===== config.mk =====
export PLATFORM = sky130hd
export DESIGN_NAME = instruction_fetch_unit
export DESIGN_NICKNAME = d
export VERILOG_FILES = /design/src/rtl/instruction_fetch_unit.sv
export SDC_FILE = /design/constraint.sdc
export NUM_CORES = 1
export LEC_CHECK = 0
export BUFFER_PORTS_ARGS = -buffer_cell sky130_fd_sc_hd__buf_2
export CAP_MARGIN = 15
export CORE_UTILIZATION = 35
export DETAILED_ROUTE_END_ITERATION = 8
export GPL_ROUTABILITY_DRIVEN = 0
export PLACE_DENSITY = 0.57
export SYNTH_ARGS = -nofsm -noshare
export SYNTH_HDL_FRONTEND = slang
export SYNTH_SLANG_ARGS = --single-unit

===== constraint.sdc =====
create_clock -name clk -period 2.2 [get_ports clk]
set_clock_uncertainty 0.15 [all_clocks]
set_input_delay 0.33 -clock clk [delete_from_list [all_inputs] [get_ports clk]]
set_output_delay 0.33 -clock clk [all_outputs]
set_load 0.1 [all_outputs]

===== src/rtl/instruction_fetch_unit.sv =====
// Instruction fetch unit: issues word-aligned reads to instruction memory and
// presents one instruction at a time to decode. Redirects flush any fetch in
// flight, and a read that is already issued is drained and its data dropped.
module instruction_fetch_unit #(
  parameter logic [31:0] RESET_PC = 32'h0000_0000
) (
  input  logic        clk,
  input  logic        reset,
  input  logic        hold,
  input  logic        redirect,
  input  logic [31:0] redirect_pc,
  output logic        imem_req,
  output logic [31:0] imem_addr,
  input  logic        imem_ack,
  input  logic [31:0] imem_rdata,
  output logic [31:0] pc_plus_four,
  output logic [31:0] out_instruction,
  output logic        inst_valid
);

  localparam int unsigned XLEN = 32;

  typedef enum logic [1:0] {
    S_FETCH = 2'd0,
    S_READY = 2'd1,
    S_DROP  = 2'd2
  } state_t;

  state_t            state_q, state_d;
  logic [XLEN-1:0]   pc_q, pc_d;
  logic [XLEN-1:0]   addr_q, addr_d;
  logic [XLEN-1:0]   instr_q, instr_d;
  logic [XLEN-1:0]   ppf_q, ppf_d;
  logic              valid_q, valid_d;
  logic [XLEN-1:0]   target;
  logic [XLEN-1:0]   pc_inc;

  // Redirect target is forced to a word boundary; increment wraps mod 2^32.
  assign target = redirect_pc & ~XLEN'(3);
  assign pc_inc = pc_q + XLEN'(4);

  // Request is live in FETCH and DROP, but never while reset is being sampled.
  assign imem_req        = !reset && (state_q != S_READY);
  assign imem_addr       = addr_q;
  assign pc_plus_four    = ppf_q;
  assign out_instruction = instr_q;
  assign inst_valid      = valid_q;

  // Next-state and datapath updates; redirect outranks hold and ack.
  always_comb begin
    state_d = state_q;
    pc_d    = pc_q;
    addr_d  = addr_q;
    instr_d = instr_q;
    ppf_d   = ppf_q;
    valid_d = valid_q;
    case (state_q)
      S_FETCH: begin
        if (redirect) begin
          pc_d = target;
          if (imem_ack) begin
            addr_d = target;
          end else begin
            // Read stays on the bus at the old address until it completes.
            state_d = S_DROP;
          end
        end else if (imem_ack) begin
          state_d = S_READY;
          instr_d = imem_rdata;
          ppf_d   = pc_inc;
          valid_d = 1'b1;
        end
      end
      S_READY: begin
        if (redirect) begin
          state_d = S_FETCH;
          pc_d    = target;
          addr_d  = target;
          instr_d = '0;
          valid_d = 1'b0;
        end else if (!hold) begin
          state_d = S_FETCH;
          pc_d    = pc_inc;
          addr_d  = pc_inc;
          instr_d = '0;
          valid_d = 1'b0;
        end
      end
      S_DROP: begin
        if (redirect) begin
          pc_d = target;
        end
        if (imem_ack) begin
          // Stale data is discarded; restart at the most recent pc.
          state_d = S_FETCH;
          addr_d  = redirect ? target : pc_q;
        end
      end
      default: begin
        state_d = S_FETCH;
        addr_d  = pc_q;
      end
    endcase
  end

  // State and datapath registers with synchronous reset.
  always_ff @(posedge clk) begin
    if (reset) begin
      state_q <= S_FETCH;
      pc_q    <= RESET_PC;
      addr_q  <= RESET_PC;
      instr_q <= '0;
      ppf_q   <= '0;
      valid_q <= 1'b0;
    end else begin
      state_q <= state_d;
      pc_q    <= pc_d;
      addr_q  <= addr_d;
      instr_q <= instr_d;
      ppf_q   <= ppf_d;
      valid_q <= valid_d;
    end
  end

endmodule


After elaboration in Yosys (flattened, before gate mapping):

Index checks and enable logic that the tools add are counted.

* logic and storage cells: 54
* output and inout port bits: 98
* input port bits: 69
* register bits after elaboration: 131

* bitwise operators: 1
* reduce and logical (&&, ||, !) cells: 11
* equality and inequality tests: 10
* multiplexer cells: 25
* add/subtract/negate cells: 1

Operators with widths (count)
* $mux W32: 10
* $pmux W32 S2: 2
* $pmux W32 S3: 1
* $add A32 B3 Y32 const B: 1
* $mux W2: 6
* $reduce_and A4 Y1: 3
* $ne A3 B3 Y1 const B: 3
* $ne A2 B2 Y1 const B: 4
* $pmux W2 S3: 1
* $mux W1: 4
* $reduce_bool A2 Y1: 2
* $reduce_and A3 Y1: 1
* $eq A2 B1 Y1 const B: 1
* $eq A2 B2 Y1 const B: 1
* $logic_not A2 Y1: 1
* $ne A2 B1 Y1 const B: 1
* $pmux W1 S2: 1
* $reduce_and A2 Y1: 1
* $reduce_or A2 Y1: 1
* $logic_and A1 B1 Y1: 1
* $logic_not A1 Y1: 1
* $not A1 Y1: 1

Logic depth before layout (Yosys ltp):

* depth in word-level cells: 4
* mapped depth: 8
* mapped depth without buffers: 7

Worst setup path after synthesis:

No wires, ideal clock.

* path kind: input to output
* start point: input port reset
* end point: output port imem_req
* path slack: -477 ps
* data required time: 1720 ps
* arrival: 2197 ps
* stages on the path: 4
* buffers on the path: 3
* cell sequence: clkbuf_1 -> buf_1 -> clkbuf_1 -> nor2_1

* cells in the longest elaborated chain, start to end: 2

Ends and longest elaborated chain
* start: declaration: line 8 `input logic reset,`
* $logic_not A1 Y1: line 43 `assign imem_req = !reset && (state_q != S_READY);`
* $logic_and A1 B1 Y1: line 43
* end: declaration: line 12 `output logic imem_req,`

No other way between the ends.

Worst setup path in the final report:

* start point: register pc_q[9]
* end point: register addr_q[25] (netlist: imem_addr[25])

* cells in the longest elaborated chain, start to end: 4

Ends and longest elaborated chain
* start: declaration: line 30 `logic [XLEN-1:0] pc_q, pc_d;`
* start signal: assignment: line 117 `pc_q <= pc_d;`
* $add A32 B3 Y32: line 40 `assign pc_inc = pc_q + XLEN'(4);`
* $mux W32: line 81 `end else if (!hold) begin`
* $mux W32: line 75 `if (redirect) begin`
* $pmux W32 S3: line 57 `case (state_q)`
* end signal: assignment: line 118 `addr_q <= addr_d;`
* end: declaration: line 31 `logic [XLEN-1:0] addr_q, addr_d;`

No other way between the ends. The select of a mux whose other input is x is not followed.
A chain may end at the register's enable or synchronous reset.

==> run_results.csv <==
group,metric,value,unit
place,place_hpwl,17.3,mm
timing,slew_headroom,0.676,
floorplanning,core_area,18200,µm²
synthesis,synth_seq_cells,131,
floorplanning,pin_count,167,
place,portBuffers,164,
timing,max_freq,463,MHz
synthesis,synth_top_cell_area_share,0.398,
timing,fin_crit_sh,0.981,
power_and_ir_drop,total_power,7.22,mW
grt,grt_pass1_wl,37.4,mm
clock_tree,clock-sinks,131,
timing,hold_viol,0,
synthesis,ys_warn_count,0,
grt,grt_start_max_net_pins,65,
synthesis,synthCells,847,
drt,vias_per_cell,5.53,
clock_tree,cts_buffer_depth,2,
layout,final_layout_size_suffix_gt1_frac,0.319,
grt,antenna_found_initial,0,
synthesis,synth_nets,917,
grt,grtUsageTotal,0.250,
synthesis,syn-cell-area,6580,µm²
critical_path,crit_required,2.38,ns
drt,finalWirelength,23.8,mm
timing,setup_viol,0,
clock_tree,cts_root_buf,"clkbuf_16",
grt,overflow,0,
status,violations,"design-rule violations",
layout,antenna-diode-count,0,
clock_tree,cts_tree,"yes",
place,post_dp_cell_area,8370,µm²
floorplanning,rows,49,
worst_hold_path,hold_class,"primary input to register",
job,maxCapViolCount,0,
power_and_ir_drop,pwr_density_cell,789,nW/µm²
worst_hold_path,min_from,"imem_rdata[11]",
floorplanning,die_x,139,µm
synthesis,synthTopCellsByCount,"dfxtp_1, nor2_1, a21oi_1, clkbuf_1, o21ai_0",
clock_tree,cts_inserted_buffers,17,
drt,dr.pass1.iters,8,
synthesis,syn_area_per_cell,7.77,µm²
synthesis,yosys.area.top_type,"dfxtp_1",
synthesis,async_flop_share,0,
timing,worst_pin_slew,0.474,ns
synthesis,synth_top_flop_cell,"dfxtp_1",
layout,nNetsFinal,1141,
grt,grt_pass1_vias,6827,
layout,area_growth,39.1,%
floorplanning,dieArea,19400,µm²
critical_path,critPathMaxFanout,5,
synthesis,synth.yosys.seq_area_share,0.398,
floorplanning,die_height,139,µm
floorplanning,start_util,0.362,
clock_tree,clk_pin_slew,0.06,ns
power_and_ir_drop,leakagePower,3.93,nW
critical_path,crit_path_end_kind,"register",
timing,slew_viol_final,0,
timing,period_needed,2.16,ns
critical_path,critPathLaunch,"pc_q[9]",
timing,rsz0062_at_grt,"yes",
critical_path,setup.worst_path.start_class,"register",
drt,ant_nets,0,
layout,final_util,0.503,
synthesis,synth-edff-count,0,
drt,drc,7,
clock_tree,clk_latency,0.42,ns
layout,postLayoutCellArea,9160,µm²
synthesis,synth.most_common_cell,"dfxtp_1",
power_and_ir_drop,peakVddDrop,0.000535,V
layout,layout.cells.non_filler,1310,
status,status,"finished, violations left",
drt,wire_per_inst,18.2,µm
drt,drt_iter0_drc,696,
clock_tree,h-tree-depth,4,
critical_path,criticalPathCategory,"register to register",
critical_path,worstPathArrival,2.34,ns
place,dp_cells,1268,
synthesis,synth_area_leaders,"dfxtp_1, nor2_1, a21oi_1",
critical_path,r2r-start,"pc_q[9]",
drt,num_vias,7238,
timing,tns,0,ns
synthesis,ys_types,56,
## power by group
group / switching, mW / internal (mW) / leakage, nW
registers: 0.101 / 2.53 / 1.08
clock network: 1.06 / 1.62 / 0.255
logic: 1.41 / 0.506 / 2.60
## timing repair
item,CTS,global route
setup endpoints to repair,6,29
hold buffers,10,0
pin swaps,1,8
resized for setup,6,26
hold endpoints to repair,10,0
buffers inserted,0,3
## worst max-delay path, cell delays in order, from the launching register on
cell and delay, ns:
dfxtp_1 0.36, nand4_4 0.16, or4_4 0.56, or3_4 0.40, a31oi_4 0.15, a31oi_1 0.11
nor3_1 0.18
## cell families after synthesis
group,count (synthesis),synth area share
xor+xnor,24,0.0319
mux,5,0.00760
simple gates,305,0.218
fa+ha+maj,1,0.00190
compound gates,284,0.284
flops,131,0.398
buf+inv,97,0.0585
## routing by layer
metal,global-route usage,routed length [µm],vias to the layer above
met5,0,0,-
met4,0.0918,461,0
met3,0.0490,1590,40
met2,0.396,11000,306
met1,0.335,10800,3346
li1,-,-,3546
## sequential cells by signal, indices dropped and copies added (netlist names)
signal / flops
state_q: 2
pc_plus_four: 32
out_instruction: 32
imem_addr: 32
inst_valid: 1
pc_q: 32
## cell usage in the layout, fill, tap and decap left out, types with 11 or more instances in the layout
| cell type | n |
|---|---|
| a211oi_1 | 22 |
| a21oi_1 | 71 |
| a22oi_1 | 38 |
| buf_2 | 162 |
| buf_4 | 109 |
| clkbuf_16 | 17 |
| dfxtp_1 | 122 |
| inv_1 | 11 |
| nand2_1 | 55 |
| nand2b_1 | 11 |
| nand3_1 | 23 |
| nor2_1 | 128 |
| nor3_1 | 28 |
| o21ai_0 | 55 |
| o22ai_1 | 14 |
| xnor2_1 | 15 |
## worst paths after layout
path	to	slack, ns	cells past startpoint
setup / recovery	imem_addr[25]	0.04	6
hold / removal	out_instruction[11]	0.01	3
setup reg to reg	imem_addr[25]	0.04	6
hold reg to reg	imem_addr[0]	0.30	2
## metrics by stage
step	hold slack, ns	setup slack [ns]
finish	0.0115	0.0413
global placement	0.289	-0.0113
CTS	0.000928	0.000711
global route	0.0175	-0.0292
floorplan	0.259	-0.0239
detailed placement	0.294	-0.0359
## area by class of cell
cell class	instances	area (µm²)
timing repair buffer	291	1930
clock buffer	21	470
sequential	131	2640
clock inverter	8	81.3
inverter	11	41.3
tap	229	287
fill	1808	9050
multi-input combinational	619	3710
Power figures use the tool's default switching activity.
